==> config.mk <==
export PLATFORM = sky130hd
export DESIGN_NAME = fdsyncr_bank_flat
export DESIGN_NICKNAME = d
export VERILOG_FILES = /design/src/rtl/fdsyncr_bank_pkg.sv /design/src/rtl/fdsyncr_bank_if.sv /design/src/rtl/fdsyncr_bank_lane.sv /design/src/rtl/fdsyncr_bank.sv /design/src/flat_wrapper.sv
export SDC_FILE = /design/constraint.sdc
export NUM_CORES = 1
export LEC_CHECK = 0
export BUFFER_PORTS_ARGS = -buffer_cell sky130_fd_sc_hd__buf_2
export CAP_MARGIN = 25
export CELL_PAD_IN_SITES_DETAIL_PLACEMENT = 1
export CELL_PAD_IN_SITES_GLOBAL_PLACEMENT = 1
export CORE_ASPECT_RATIO = 0.9
export CORE_MARGIN = 1
export CORE_UTILIZATION = 36
export CTS_CLUSTER_DIAMETER = 150
export DETAILED_ROUTE_END_ITERATION = 10
export PLACE_DENSITY_LB_ADDON = 0.08
export SETUP_SLACK_MARGIN = 0.2
export SLEW_MARGIN = 40
export SYNTH_ARGS = -nofsm -noshare
export SYNTH_HDL_FRONTEND = slang
export SYNTH_SLANG_ARGS = --single-unit
==> constraint.sdc <==
create_clock -name clk -period 3.45 [get_ports clk]
set_input_delay 0.5175 -clock clk [delete_from_list [all_inputs] [get_ports clk]]
set_output_delay 0.5175 -clock clk [all_outputs]
set_load 0.03 [all_outputs]
==> src/rtl/fdsyncr_bank_pkg.sv <==
// Shared definitions for the fdsyncr_bank load/sync register bank.
package jag_sync_pkg;

  localparam int MAX_STAGES = 4;
  localparam int LANE_W     = 8;

  typedef struct packed {
    logic [LANE_W-1:0] data;
    logic              tag;
  } lane_tag_t;

  function automatic int lane_slice(input int idx, input int width = LANE_W);
    return idx * width;
  endfunction

endpackage

==> src/rtl/fdsyncr_bank_if.sv <==
// Lane data, load, freeze and delivery signals of the fdsyncr_bank.
interface fdsyncr_bank_if #(
  parameter int WIDTH    = 8,
  parameter int CHANNELS = 4
);

  logic [CHANNELS*WIDTH-1:0] d;
  logic [CHANNELS-1:0]       ld;
  logic                      frz;
  logic [CHANNELS*WIDTH-1:0] q;
  logic [CHANNELS-1:0]       upd;
  logic                      busy;

  modport master (output d, ld, frz, input q, upd, busy);
  modport slave  (input d, ld, frz, output q, upd, busy);

endinterface

==> src/rtl/fdsyncr_bank_lane.sv <==
// One lane: capture register, frz-stallable delay pipeline, update tag and strobe.
// Build option FDSYNCR_CHG_DETECT_EN: only loads that change the captured value raise an update.
module fdsyncr_lane
  import jag_sync_pkg::*;
#(
  parameter int               WIDTH   = 8,
  parameter int               STAGES  = 2,
  parameter logic [WIDTH-1:0] RST_VAL = '0
) (
  input  logic             clk,
  input  logic             rst,
  input  logic [WIDTH-1:0] d,
  input  logic             ld,
  input  logic             frz,
  output logic [WIDTH-1:0] q,
  output logic             upd,
  output logic             busy
);

  // Out-of-range depths are clamped to the supported 1..MAX_STAGES.
  localparam int DEPTH = (STAGES < 1) ? 1 : ((STAGES > MAX_STAGES) ? MAX_STAGES : STAGES);

  logic [WIDTH-1:0] cap;
  logic             set_tag;

`ifdef FDSYNCR_CHG_DETECT_EN
  assign set_tag = ld && (d != cap);
`else
  assign set_tag = ld;
`endif

  always_ff @(posedge clk or posedge rst) begin
    if (rst) begin
      cap <= RST_VAL;
    end else if (ld) begin
      cap <= d;
    end
  end

  if (DEPTH == 1) begin : g_direct
    logic upd_r;

    always_ff @(posedge clk or posedge rst) begin
      if (rst) begin
        upd_r <= 1'b0;
      end else begin
        upd_r <= set_tag;
      end
    end

    assign q    = cap;
    assign upd  = upd_r;
    assign busy = 1'b0;
  end else begin : g_pipe
    logic [WIDTH-1:0] stage [DEPTH-1];
    logic [DEPTH-1:0] tag;

    // tag[0] belongs to the capture stage; the top tag bit doubles as the upd strobe.
    always_ff @(posedge clk or posedge rst) begin
      if (rst) begin
        for (int k = 0; k < DEPTH - 1; k++) begin
          stage[k] <= RST_VAL;
        end
        tag <= '0;
      end else begin
        tag[0] <= set_tag | (tag[0] & frz);
        if (!frz) begin
          stage[0] <= cap;
          for (int k = 1; k < DEPTH - 1; k++) begin
            stage[k] <= stage[k-1];
          end
          tag[DEPTH-1:1] <= tag[DEPTH-2:0];
        end else begin
          tag[DEPTH-1] <= 1'b0;
        end
      end
    end

    assign q    = stage[DEPTH-2];
    assign upd  = tag[DEPTH-1];
    assign busy = |tag[DEPTH-2:0];
  end

endmodule

==> src/rtl/fdsyncr_bank.sv <==
// Bank of CHANNELS independent load/sync lanes sharing one freeze control.
// Build option FDSYNCR_CHG_DETECT_EN is handled inside each lane.
module fdsyncr_bank
  import jag_sync_pkg::*;
#(
  parameter int               WIDTH    = 8,
  parameter int               CHANNELS = 4,
  parameter int               STAGES   = 2,
  parameter logic [WIDTH-1:0] RST_VAL  = '0
) (
  input logic           clk,
  input logic           rst,
  fdsyncr_bank_if.slave bus
);

  logic [CHANNELS*WIDTH-1:0] q_all;
  logic [CHANNELS-1:0]       upd_all;
  logic [CHANNELS-1:0]       busy_all;

  for (genvar i = 0; i < CHANNELS; i++) begin : g_lane
    localparam int OFS = lane_slice(i, WIDTH);

    fdsyncr_lane #(
      .WIDTH   (WIDTH),
      .STAGES  (STAGES),
      .RST_VAL (RST_VAL)
    ) u_lane (
      .clk  (clk),
      .rst  (rst),
      .d    (bus.d[OFS +: WIDTH]),
      .ld   (bus.ld[i]),
      .frz  (bus.frz),
      .q    (q_all[OFS +: WIDTH]),
      .upd  (upd_all[i]),
      .busy (busy_all[i])
    );
  end

  assign bus.q    = q_all;
  assign bus.upd  = upd_all;
  assign bus.busy = |busy_all;

endmodule

==> src/flat_wrapper.sv <==
// flat-port wrapper written by rule: the top's interface ports become plain ports
module fdsyncr_bank_flat import jag_sync_pkg::*;
#(
  parameter int               WIDTH    = 8,
  parameter int               CHANNELS = 4,
  parameter int               STAGES   = 2,
  parameter logic [WIDTH-1:0] RST_VAL  = '0
)
  (clk, rst, bus_d, bus_ld, bus_frz, bus_q, bus_upd, bus_busy);
  fdsyncr_bank_if #(.WIDTH(WIDTH), .CHANNELS(CHANNELS)) bus_i ();
  input logic clk;
  input logic rst;
  input wire logic [$bits(bus_i.d)-1:0] bus_d;
  input wire logic [$bits(bus_i.ld)-1:0] bus_ld;
  input wire logic [$bits(bus_i.frz)-1:0] bus_frz;
  output wire logic [$bits(bus_i.q)-1:0] bus_q;
  output wire logic [$bits(bus_i.upd)-1:0] bus_upd;
  output wire logic [$bits(bus_i.busy)-1:0] bus_busy;
  assign bus_i.d = bus_d;
  assign bus_i.ld = bus_ld;
  assign bus_i.frz = bus_frz;
  assign bus_q = bus_i.q;
  assign bus_upd = bus_i.upd;
  assign bus_busy = bus_i.busy;
  fdsyncr_bank #(.WIDTH(WIDTH), .CHANNELS(CHANNELS), .STAGES(STAGES), .RST_VAL(RST_VAL)) u_core (.clk(clk), .rst(rst), .bus(bus_i));
endmodule
==> qor.yml, run 1 <==
routing:
  num_vias: 1522
  drc: 0
  wl_mm: 4.94
  ant_nets: 0
  viasPerCell: 4.60
  wl_per_cell_um: 14.9
  first_iter_violations: 28
  dr.pass1.iters: 2
cts:
  clk_latency_ps: 320
  htree_levels: 3
  path_clk_slew_ps: 80
  cts.sinks: 72
  cts_tree: "done"
  clock-root-buffer: "clkbuf_8"
  post_cts_buffers: 0
  numCtsBuffers: 9
  holdBufCountCts: 0
  cts_resized: 0
  clk_path_buf_depth: 2
sta:
  setup_viol: 0
  slew_headroom_pct: 56.4
  rsz0062_at_grt: "no"
  slew_viol_final: 0
  post-route-period-util_pct: 57.7
  hold_viol_final: 0
  finalCriticalPeriod_ps: 1990
  tightest_slew_ps: 653
  whs_ps: 252
  fmax_mhz: 503
  finalSetupTns_ps: 0
  finClkSkew_ps: 5.46
synthesis:
  syn-num-nets: 197
  syn_avg_cell_area_um2: 17.0
  ys_ff_latch: 72
  ys_types: 9
  syn_inst: 158
  syn-cell-area_um2: 2680
  yosysWarningCount: 0
  seq_area_frac_synth_pct: 67.1
die:
  core_um2: 7150
  core.rowCount: 29
  num_io_pins: 76
  die_w_um: 93.0
  die-area_um2: 7800
  fp.dieH_um: 83.9
  initial_core_util_pct: 37.5
setup_path:
  critPathRequiredTime_ps: 2930
  arrival_ps: 1470
  worstSetupEndpoint: "bus_busy"
  critical_path_buf_inv_count: 1
  worstRegToRegCells: 1
  r2r_start: "u_core.g_lane[3].u_lane.q[2]$_DFFE_PP0N_"
  cp_max_fo: 3
  worst_setup_path_end_kind: "output port"
  slowest_delay_ps: 550
  critPathTopFamily: "simple AND/OR/NAND/NOR gates"
  cp_num_cells: 2
  r2r_setup_slack_ps: 2670
  crit_type: "reg2out"
  slowest_stage: "or4_1"
  worst_setup_path_start_kind: "flop"
  startpoint: "u_core.g_lane[1].u_lane.g_pipe.tag[0]$_DFF_PP0_"
  crit_chain: "or4_1 -> buf_2"
  reg2reg_to: "u_core.g_lane[3].u_lane.q[2]$_DFFE_PP0N_"
power:
  netSwitchingPower_mw: 0.555
  powerDensity_nw_per_um2: 622
  internal-power_mw: 1.51
  p_sw_share_pct: 27.0
  p_comb_share_pct: 16.9
  ir_drop_uv: 226
  leakage_nw: 1.54
  clkPwrFrac_pct: 35.0
  power.share.sequential_pct: 48.2
job:
  cap_viol_max_count: 0
global_routing:
  grt_max_degree: 41
  gr-total-overflow: 0
  antenna_found_initial: 0
  grt_pass1_vias: 1770
  grt.total_usage_pct: 14.5
  grt_pass1_wl_mm: 8.61
cells_and_area:
  seqCellArea_um2: 1800
  layout.nets: 272
  drive_gt1_share_pct: 66.0
  layoutNonFillerInstCount: 331
  n_fill_cell: 734
  area_growth_syn_to_layout_pct: 23.4
  diodes: 0
  multi_input_area_um2: 783
outcome:
  status: "finished clean"
worst_hold_path:
  min_path_type: "in2async"
placement:
  place.gp.congestion: 0.655
  dp_hpwl_mm: 3.57
  dp.cells: 315
  io_buffers: 75
how the worst min path moves through the flow:
stage               cells after the start  slack [ps]                                            start                                              end
floorplan                               1         460  u_core.g_lane[0].u_lane.g_pipe.tag[0]$_DFF_PP0_  u_core.g_lane[0].u_lane.g_pipe.tag[0]$_DFF_PP0_
global placement                        1         480  u_core.g_lane[0].u_lane.g_pipe.tag[0]$_DFF_PP0_  u_core.g_lane[0].u_lane.g_pipe.tag[0]$_DFF_PP0_
detailed placement                      1         490  u_core.g_lane[2].u_lane.g_pipe.tag[0]$_DFF_PP0_  u_core.g_lane[2].u_lane.g_pipe.tag[0]$_DFF_PP0_
CTS                                     2         360                                              rst       u_core.g_lane[2].u_lane.cap[3]$_DFFE_PP0P_
global route                            2         290                                              rst       u_core.g_lane[0].u_lane.cap[3]$_DFFE_PP0P_
finish                                  2         250                                              rst       u_core.g_lane[0].u_lane.cap[0]$_DFFE_PP0P_
registers in the layout (all words and copies together), names as in the netlist:
name / count
u_core.g_lane.u_lane.q: 32
u_core.g_lane.u_lane.cap: 32
u_core.g_lane.u_lane.g_pipe.tag: 8
final cells by class:
class	count	share of cell area [%]
Sequential cell	72	54.4
Timing Repair Buffer	76	11.6
Clock buffer	10	4.16
Multi-Input combinational cell	73	23.6
Inverter	1	0.151
Tap cell	93	3.51
Clock inverter	6	2.49
synthesized netlist by cell type:
library cell / instances / area (µm²)
nor2b_1: 4 / 25.0
buf_2: 4 / 20.0
or4_1: 1 / 7.51
buf_6: 4 / 45.0
inv_1: 1 / 3.75
mux2_2: 64 / 721
a21o_1: 4 / 30.0
buf_4: 4 / 30.0
dfrtp_1: 72 / 1800
routing by layer:
layer	GRT usage [%]	part of all wire, %	vias up
met5	0	0	-
met4	6.29	1.4	0
met3	3.01	4.8	8
met2	24.6	52	41
met1	17.8	42	781
li1	-	-	692
cell usage in the layout, fill, tap and decap left out, drive strengths merged:
master,instances
buf,76
dfrtp,72
mux2,64
clkbuf,10
a21o,4
nor2b,4
clkinv,4
bufinv,2
or4,1
clkinvlp,1
power by group through the flow:
| stage | Sequential (mW) | Combinational, mW | Clock, mW |
|---|---|---|---|
| global placement | 1.00 | 0.342 | 0 |
| CTS | 0.994 | 0.356 | 0.745 |
| floorplan | 1.11 | 0.139 | 0 |
| global route | 1.01 | 0.375 | 0.782 |
| finish | 0.992 | 0.348 | 0.721 |
| detailed placement | 1.01 | 0.355 | 0 |
metrics by stage:
step	power, mW	setup slack (ps)	cell area, µm²	util (%)
after floorplan	1.25	1110	2680	-
after CTS	2.10	1440	3310	46.3
after global routing	2.16	1390	3310	46.3
final	2.06	1460	3310	46.3
after global placement	1.34	1710	3090	43.2
after detailed placement	1.37	1650	3090	43.2
cells by family (layout without fill, tap and decap cells):
group           count (synthesis)  after routing  share of synthesized area (%)
simple gates                    5              5                           1.21
buf+inv                        13             93                           3.68
flops                          72             72                           67.1
compound gates                  4              4                           1.12
mux                            64             64                           26.9
No activity file was read; power rests on OpenSTA's default activity.
==> run 2, diff against run 1 <==
==> constraint.sdc (replaced) <==
create_clock -name clk -period 1.7 [get_ports clk]
set_input_delay 0.255 -clock clk [delete_from_list [all_inputs] [get_ports clk]]
set_output_delay 0.255 -clock clk [all_outputs]
set_load 0.03 [all_outputs]
==> run 2 against run 1 <==
Against the previous run:
- via count increased by 1.8%
- clock power increased by 100%
- non-clock buffer count increased by 4
- power increased by 100%
- hold slack got worse by 110 ps
- final cell count increased by 1.2%
- setup slack got worse by 1400 ps
- largest cell class unchanged
- highest routed layer unchanged
==> qor.yml, run 2 (same netlist as run 1, synthesis figures left out) <==
sta:
  setup_viol: 0
  finClkSkew_ps: 4.61
  whs_ps: 144
  hold_viol_final: 0
  post-route-period-util_pct: 98.2
  tightest_slew_ps: 580
  rsz0062_at_grt: "yes"
  finalCriticalPeriod_ps: 1670
  slew_viol_final: 0
  slew_headroom_pct: 61.2
  finalSetupTns_ps: 0
  fmax_mhz: 599
setup_path:
  r2r_start: "u_core.g_lane[3].u_lane.q[4]$_DFFE_PP0N_"
  worst_setup_path_start_kind: "flop"
  r2r_setup_slack_ps: 910
  reg2reg_to: "u_core.g_lane[3].u_lane.q[4]$_DFFE_PP0N_"
  worstRegToRegCells: 1
  worstSetupEndpoint: "bus_busy"
  arrival_ps: 1410
  crit_type: "reg2out"
  worst_setup_path_end_kind: "output port"
  cp_max_fo: 2
  critPathRequiredTime_ps: 1440
  startpoint: "u_core.g_lane[0].u_lane.g_pipe.tag[0]$_DFF_PP0_"
job:
  cap_viol_max_count: 0
global_routing:
  grt_pass1_vias: 1782
  antenna_found_initial: 0
  gr-total-overflow: 0
  grt_pass1_wl_mm: 8.85
  grt_max_degree: 41
  grt.total_usage_pct: 15.2
cts:
  cts_tree: "done"
  path_clk_slew_ps: 80
  clk_path_buf_depth: 2
  numCtsBuffers: 9
  clock-root-buffer: "clkbuf_8"
  cts.sinks: 72
  clk_latency_ps: 340
  htree_levels: 3
die:
  die-area_um2: 7800
  fp.dieH_um: 83.9
  die_w_um: 93.0
  core_um2: 7150
  num_io_pins: 76
  initial_core_util_pct: 37.5
  core.rowCount: 29
routing:
  first_iter_violations: 6
  dr.pass1.iters: 3
  viasPerCell: 4.63
  num_vias: 1550
  drc: 0
  wl_mm: 5.15
  wl_per_cell_um: 15.4
  ant_nets: 0
placement:
  place.gp.congestion: 0.665
  place_area_um2: 3140
  io_buffers: 75
  dp.cells: 317
  dp_hpwl_mm: 3.72
power:
  ir_drop_uv: 541
  powerDensity_nw_per_um2: 1230
  power.total_mw: 4.18
  leakage_nw: 1.57
cells_and_area:
  layout_common_cells: "buf_2 (74), dfrtp_1 (72), mux2_2 (64)"
  drive_gt1_share_pct: 65.7
  diodes: 0
  layout.nets: 276
  final_common_cell: "buf_2"
  finalInstanceArea_um2: 3380
  n_fill_cell: 734
  area_growth_syn_to_layout_pct: 26.1
  layoutNonFillerInstCount: 335
outcome:
  status: "finished clean"
worst_hold_path:
  min_path_type: "in2reg"
run 2: worst min-delay path by stage:
stage	startpoint	endpoint	slack, ps	depth (start not counted)
after global routing	bus_d[15]	u_core.g_lane[1].u_lane.cap[7]$_DFFE_PP0P_	120	2
after detailed placement	rst	u_core.g_lane[3].u_lane.cap[1]$_DFFE_PP0P_	350	2
after global placement	rst	u_core.g_lane[3].u_lane.cap[4]$_DFFE_PP0P_	340	2
after floorplan	bus_d[0]	u_core.g_lane[0].u_lane.cap[0]$_DFFE_PP0P_	410	1
after CTS	bus_d[15]	u_core.g_lane[1].u_lane.cap[7]$_DFFE_PP0P_	120	2
final	bus_d[15]	u_core.g_lane[1].u_lane.cap[7]$_DFFE_PP0P_	140	2
run 2: routing by layer:
layer	up-vias	wire [µm]	GRT usage, %
met5	-	0	0
met4	0	42	5.03
met3	5	352	5.92
met2	53	2750	26.2
met1	792	2000	17.2
li1	700	-	-
run 2: report_power, final:
part           leakage, nW  internal [mW]  switching, mW  total, mW
sequential           0.842           1.92         0.0997       2.01
combinational        0.623          0.297          0.430      0.727
clock                0.104          0.827          0.609       1.44
total                 1.57           3.04           1.14       4.18
run 2: critical path: stages, from the launching register on:
cell,delay [ps]
dfrtp_1,380
or4_4,540
buf_6,150
run 2: layout make-up:
| class | instances | area [µm²] | share of cell area (%) |
|---|---|---|---|
| Sequential cell | 72 | 1800 | 53.2 |
| Multi-Input combinational cell | 73 | 787 | 23.3 |
| Timing Repair Buffer | 80 | 459 | 13.6 |
| Clock buffer | 11 | 131 | 3.88 |
| Tap cell | 93 | 116 | 3.44 |
| Clock inverter | 5 | 81.3 | 2.40 |
| Inverter | 1 | 7.51 | 0.222 |
run 2: what timing repair did:
action                                 4_1_cts  5_1_grt
gates resized for setup                      3        0
pin swaps                                    1        0
buffers inserted                             1        0
endpoints found under the hold margin       23        0
setup endpoints to repair                    1        1
hold buffers                                 1        0
run 2: metrics by stage:
| stage | setup slack (ps) | util (%) |
|---|---|---|
| final | 30.7 | 47.3 |
| after global routing | -22.3 | 47.3 |
| after CTS | 3.44 | 47.3 |
| after detailed placement | 343 | 44.0 |
| after global placement | 357 | 44.0 |
| after floorplan | 402 | - |
